**src/rtl/u712_chip_cycle.sv**
```systemverilog
// rtl/u712_chip_cycle.sv - CPU chip-bus cycle sequencer aligned to synchronized Amiga C7M slots
module u712_chip_cycle #(
    parameter int CYCLE_SLOTS = 2
) (
    input  logic CLK40B,
    input  logic RESETn,
    input  logic C7M,
    input  logic TSn,
    input  logic RnW,
    input  logic CHIP_REG_SEL,
    input  logic CHIP_RAM_SEL,
    input  logic DBRn,
    input  logic CASUn,
    input  logic CASLn,
    input  logic RAMWEn,
    output logic REG_CYCLE,
    output logic CPU_CYCLE,
    output logic WRITE_CYCLE,
    output logic TACKn
);

    typedef enum logic [2:0] {
        IDLE      = 3'd0,
        WAIT_SLOT = 3'd1,
        ACCESS    = 3'd2,
        ACK       = 3'd3,
        RECOVER   = 3'd4
    } state_t;

    localparam logic [1:0] SLOTS = 2'(CYCLE_SLOTS);

    state_t     state_q, state_d;
    logic       kind_reg_q, kind_reg_d;
    logic [1:0] cnt_q, cnt_d;
    logic [2:0] c7m_sync_q, c7m_sync_d;
    logic       dma_q, dma_d;
    logic       write_cycle_q, write_cycle_d;
    logic       reg_cycle_q, reg_cycle_d;
    logic       cpu_cycle_q, cpu_cycle_d;
    logic       tack_n_q, tack_n_d;
    logic       c7m_rise;
    logic       dma_active;

    // Direction is not needed for sequencing; the CPU drives the bus itself.
    logic unused_rnw;
    assign unused_rnw = RnW;

    assign dma_active = !CASUn || !CASLn;
    assign c7m_rise   = c7m_sync_q[1] && !c7m_sync_q[2];

    always_comb begin
        state_d    = state_q;
        kind_reg_d = kind_reg_q;
        cnt_d      = cnt_q;
        c7m_sync_d = {c7m_sync_q[1:0], C7M};
        dma_d      = dma_active;

        case (state_q)
            IDLE: begin
                if (!TSn && CHIP_REG_SEL) begin
                    kind_reg_d = 1'b1;
                    state_d    = WAIT_SLOT;
                end else if (!TSn && CHIP_RAM_SEL) begin
                    kind_reg_d = 1'b0;
                    state_d    = WAIT_SLOT;
                end
            end
            WAIT_SLOT: begin
                if (c7m_rise && DBRn && !dma_active) begin
                    state_d = ACCESS;
                    cnt_d   = 2'd0;
                end
            end
            ACCESS: begin
                // Once the slot is won, Agnus activity cannot preempt the access.
                if (c7m_rise) begin
                    cnt_d = cnt_q + 2'd1;
                    if (cnt_q + 2'd1 == SLOTS) begin
                        state_d = ACK;
                    end
                end
            end
            ACK:     state_d = RECOVER;
            RECOVER: state_d = IDLE;
            default: state_d = IDLE;
        endcase

        // Outputs are registered decodes of the next state so they change with it.
        reg_cycle_d = ((state_d == ACCESS) || (state_d == ACK)) && kind_reg_d;
        cpu_cycle_d = ((state_d == ACCESS) || (state_d == ACK)) && !kind_reg_d;
        tack_n_d    = (state_d != ACK);

        write_cycle_d = dma_active && (write_cycle_q || (!dma_q && !RAMWEn));
    end

    always_ff @(posedge CLK40B or negedge RESETn) begin
        if (!RESETn) begin
            state_q       <= IDLE;
            kind_reg_q    <= 1'b0;
            cnt_q         <= 2'd0;
            c7m_sync_q    <= 3'b000;
            dma_q         <= 1'b0;
            write_cycle_q <= 1'b0;
            reg_cycle_q   <= 1'b0;
            cpu_cycle_q   <= 1'b0;
            tack_n_q      <= 1'b1;
        end else begin
            state_q       <= state_d;
            kind_reg_q    <= kind_reg_d;
            cnt_q         <= cnt_d;
            c7m_sync_q    <= c7m_sync_d;
            dma_q         <= dma_d;
            write_cycle_q <= write_cycle_d;
            reg_cycle_q   <= reg_cycle_d;
            cpu_cycle_q   <= cpu_cycle_d;
            tack_n_q      <= tack_n_d;
        end
    end

    assign REG_CYCLE   = reg_cycle_q;
    assign CPU_CYCLE   = cpu_cycle_q;
    assign WRITE_CYCLE = write_cycle_q;
    assign TACKn       = tack_n_q;

endmodule

```
**config.mk**
```make
export PLATFORM = sky130hd
export DESIGN_NAME = u712_chip_cycle
export DESIGN_NICKNAME = d
export VERILOG_FILES = /design/src/rtl/u712_chip_cycle.sv
export SDC_FILE = /design/constraint.sdc
export NUM_CORES = 1
export LEC_CHECK = 0
export ABC_AREA = 1
export ABC_CLOCK_PERIOD_IN_PS = 1000
export BUFFER_PORTS_ARGS = -buffer_cell sky130_fd_sc_hd__buf_2
export CAP_MARGIN = 20
export CORE_AREA = 4 4 42 44
export CTS_CLUSTER_SIZE = 8
export DETAILED_ROUTE_END_ITERATION = 8
export DIE_AREA = 0 0 46 48
export PLACE_DENSITY = 0.67
export SLEW_MARGIN = 5
export SYNTH_ARGS = -nofsm -noshare
export SYNTH_HDL_FRONTEND = slang
export SYNTH_SLANG_ARGS = --single-unit
```
**constraint.sdc**
```tcl
create_clock -name CLK40B -period 1 [get_ports CLK40B]
set_clock_uncertainty 0.1 [all_clocks]
set_input_delay 0.15 -clock CLK40B [delete_from_list [all_inputs] [get_ports CLK40B]]
set_output_delay 0.15 -clock CLK40B [all_outputs]
set_load 0.005 [all_outputs]
```
## Word level (Yosys, flattened, before mapping)

Index checks and enable logic that the tools add are counted.

| cells by class | value |
|---|---|
| muxes and demuxes | 12 |
| add/subtract/negate cells | 1 |
| reduce and logical (&&, ||, !) cells | 23 |
| equal/unequal tests | 9 |

Operator list:

| operator | number |
|---|---|
| 3-bit two-way mux | 5 |
| 3-bit by 2-bit equality test with 1-bit output (second input constant) | 4 |
| 3-bit case mux with 4 select lines | 1 |
| 1-bit logical AND | 9 |
| 1-bit logical NOT | 8 |
| 2-bit two-way mux | 2 |
| 2-bit != test (second input constant) | 2 |
| 2-bit case mux with 2 select lines | 1 |
| 3-bit by 1-bit equality test with 1-bit output (second input constant) | 1 |
| 3-bit logical NOT | 1 |
| 1-bit logical OR | 3 |
| 1-bit two-way mux | 3 |
| 3-bit by 2-bit != test with 1-bit output (second input constant) | 1 |
| 3-bit AND reduction | 1 |
| 2-bit by 1-bit adder with 2-bit output (second input constant) | 1 |
| 2-bit equality test (second input constant) | 1 |
| 2-bit nonzero test | 1 |

| storage, ports and cells | value |
|---|---|
| output and inout port bits | 4 |
| register bits after elaboration | 14 |
| word-level logic and storage cells | 54 |
| input bits | 11 |

## Longest topological paths before layout

| logic depth | value |
|---|---|
| word-level depth | 9 |
| depth in mapped cells | 7 |
| gate-level depth less buffers | 7 |

## Worst setup path before layout

OpenSTA, ideal clock, no wires.

| path | value |
|---|---|
| path kind | flip-flop to flip-flop |
| from | reg state_q[1] |
| to | reg cnt_q[0] |
| path slack | -48 ps |
| clock period less this slack | 1,048 ps |
| cell stages (with the launch flop) | 5 |
| path buffers | 0 |
| arrival time | 831 ps |
| library setup time | 118 ps |
| cells stage by stage | dfrtp_1 > nor3_2 > nand2_2 > nand3_1 > nand2_1 |

| between the ends | value |
|---|---|
| longest elaborated chain between the ends | 3 |
| elaborated cells between the ends (all ways) | 7 |

RTL lines:

| what | line | RTL |
|---|---|---|
| from (decl) | 32 | `state_t state_q, state_d;` |
| from (signal assigned) | 108 | `state_q <= state_d;` |
| 3-bit by 1-bit equality test with 1-bit output / 3-bit by 2-bit equality test with 1-bit output (equally long branches) | 58 | `case (state_q)` |
| 2-bit != test (no line) / 2-bit nonzero test (equally long branches) | -- |  |
| 3-bit AND reduction (no line) | -- |  |
| to (signal assigned) | 110 | `cnt_q <= cnt_d;` |
| to (decl) | 34 | `logic [1:0] cnt_q, cnt_d;` |

Parallel ways exist; a longest one is shown, timed or not.
A chain may end at the register's enable or synchronous reset.

## Worst setup path after layout

| path | value |
|---|---|
| from | reg state_q[0] |
| to | reg cnt_q[0] |

The elaborated chain is that of the path after synthesis.

==> impl_results.md <==
* # fillers at 128
* Final critical-path share of the clock period at 1.161
* Gr usage total at 0.1191
* Post-DP Area at 701.9 um^2
* Worst hold margin at 0.06961 ns
* R2R Setup Slk at -0.16 ns
* Total of max-cap violations at 0
* Via count at 459
* Status: finished with violations
* Synth area leader: dfrtp_1
* Fin nets at 97
* Synth top area share at 0.5616
* Largest net degree at the start of global routing at 15
* Drt first pass iters at 4
* Area occupied by registers at 352.8 um^2
* Clock transition at path regs at 0.09 ns
* Initial antenna violation count at 0
* Bufs on Longest Clock Path at 2
* Tot Pwr at 1.608 mW
* DRT antenna net count at 0
* Vias in the first global route at 463
* Boundary pin count at 15
* Peak supply drop at 0.8165 mV
* Top cells by area, synth: dfrtp_1, nand2_1, inv_1
* Diodes inserted at 0
* H-tree levels at 1
* DRT iter0 DRCs at 3
* Starting Density at 0.4033
* Slew Limit Fails at 0
* Routability cong. at 0.7118
* Worst slew margin at 0.7895
* CORE AREA at 1436 um^2
* Worst Max-Slew Pin Slew at 0.3158 ns
* Finish-stage setup viols at 12
* Layout cell share with drive strength beyond 1 at 0.4762
* Synth Register Bits at 14
* Ys Warns at 0
* Setup Buffers After CTS at 0
* Worst-Skew Late Latency at 0.28 ns
* Synth Instances at 58
* Vias per cell at 4.590
* Overflow after GRT at 0
* Final wirelength at 1.117 mm
* Worst EP required at 1.08 ns
* Multi-input logic area at 226.5 um^2
* Die W at 46 um
* Row count at 14
* Fmax at 861.0 MHz
* Ys flop type: dfrtp_1
* Post-synth ARST share at 1.000
* DIE AREA at 2208 um^2
* CTS buffer count at 3
* Port buffer count at 13
* RSZ-0062 raised after global routing: true
* Final cell count without fillers at 100
* CP endpoint kind: register
* Die H at 48 um
* Worst-path maximum fanout at 3
* Net count after synthesis at 70
* Worst setup path category: register to register
* Crit path arrival time at 1.24 ns
* Crit path time final at 1.161 ns
* Number of flops mapped to enable cells by yosys at 0
* Syn-to-layout area delta at 40.82%
* Post-Place Cells at 92
* Hpwl dp at 776.2 um
* Leak at 0.4270 nW
* Drt wl/cell at 11.17 um
* Sequential area share after synthesis at 0.6069
* Post-synthesis cell type count at 17
* Setup TNS at -1.058 ns
* Drt drc at 0
* Post-Layout Inst Area at 815.8 um^2
* Post-Syn Area per Cell at 9.988 um^2
* Worst setup SP type: register
* Syn Std Cell Area at 579.3 um^2
* Final hold vios at 0
* CTS tree: built
* First-pass GRT wire length at 1.842 mm
* Failing checks: setup timing
* Clock tree sinks at 14
* Final WS setup at -0.1614 ns
* Clock root buffer: clkbuf_4
* Hold crit path type: primary input to register
* Pwr dens at 1971 nW/um^2
per-stage QoR:
step / setup WS, ns / util
after floorplan: -0.03863 / -
after global placement: -0.1096 / 0.4887
after detailed placement: -0.1283 / 0.4887
after CTS: -0.1609 / 0.5610
after global routing: -0.2260 / 0.5679
final: -0.1614 / 0.5679
worst max-delay path: stages (launching register included):
cell and delay, ns:
dfrtp_1 0.45, nor2_4 0.18, nand4_1 0.16, nand3_1 0.12
nand2_1 0.06
area by class of cell:
class | count | share of cell area
Sequential cell | 14 | 0.4325
Multi-Input combinational cell | 34 | 0.2776
Timing Repair Buffer | 22 | 0.1748
Inverter | 10 | 0.04601
Clock buffer | 4 | 0.04448
Tap cell | 16 | 0.02454
sequential cells by signal (all words and copies together) (netlist names):
signal	cells
WRITE_CYCLE	1
state_q	3
cnt_q	2
REG_CYCLE	1
TACKn	1
kind_reg_q	1
dma_q	1
c7m_sync_q	3
CPU_CYCLE	1
timing repair:
item / in CTS / in global routing
resized for setup: 6 / 3
hold buffers: 4 / 0
hold endpoints to repair: 16 / 0
endpoints found under the setup margin: 12 / 13
pin swaps: 3 / 2
cloned: 0 / 0
power by group:
| part | internal (mW) | switching, mW | leakage [nW] |
|---|---|---|---|
| clock network | 0.222 | 0.192 | 0.0210 |
| registers | 0.666 | 0.0758 | 0.169 |
| logic | 0.216 | 0.236 | 0.237 |
| total | 1.10 | 0.504 | 0.427 |
synthesized netlist by cell type (2+ instances only):
| library cell | number |
|---|---|
| nor3_1 | 2 |
| inv_2 | 2 |
| o21ai_0 | 2 |
| inv_1 | 8 |
| nand2_2 | 4 |
| nor2_2 | 3 |
| nor2_1 | 4 |
| dfrtp_1 | 13 |
| nand2_1 | 9 |
| nand3_1 | 4 |
logic make-up after synthesis:
group,share of synthesized area
simple gates,0.2765
flops,0.6069
buf+inv,0.06480
compound gates,0.03024
fa+ha+maj,0.02159
per-layer routing:
layer | track usage | wire length [um] | vias to the layer above
li1 | - | - | 230
met1 | 0.1419 | 457 | 214
met2 | 0.2005 | 580 | 10
met3 | 0.02256 | 47 | 5
met4 | 0.06818 | 31 | 0
met5 | 0 | 0 | -
placed cells by master (no fill, tap or decap), drive strengths merged:
master and n:
clkbuf 4, nor2 7, dfrtp 13, o21ai 2, dlygate4sd3 4, nand2 14, ha 1, o21a 1
nor3 3, buf 18, inv 10, dfstp 1, nand4 1, nand3 5
final timing paths:
path	startpoint	endpoint	cells past startpoint
min reg2reg	c7m_sync_q[0]	c7m_sync_q[1]	0
min	RAMWEn	WRITE_CYCLE	3
max reg2reg	state_q[0]	cnt_q[0]	4
min in group asynchronous	RESETn	cnt_q[0]	2
max in group asynchronous	RESETn	TACKn	2
max	state_q[0]	cnt_q[0]	4
Power figures use the tool's default switching activity.
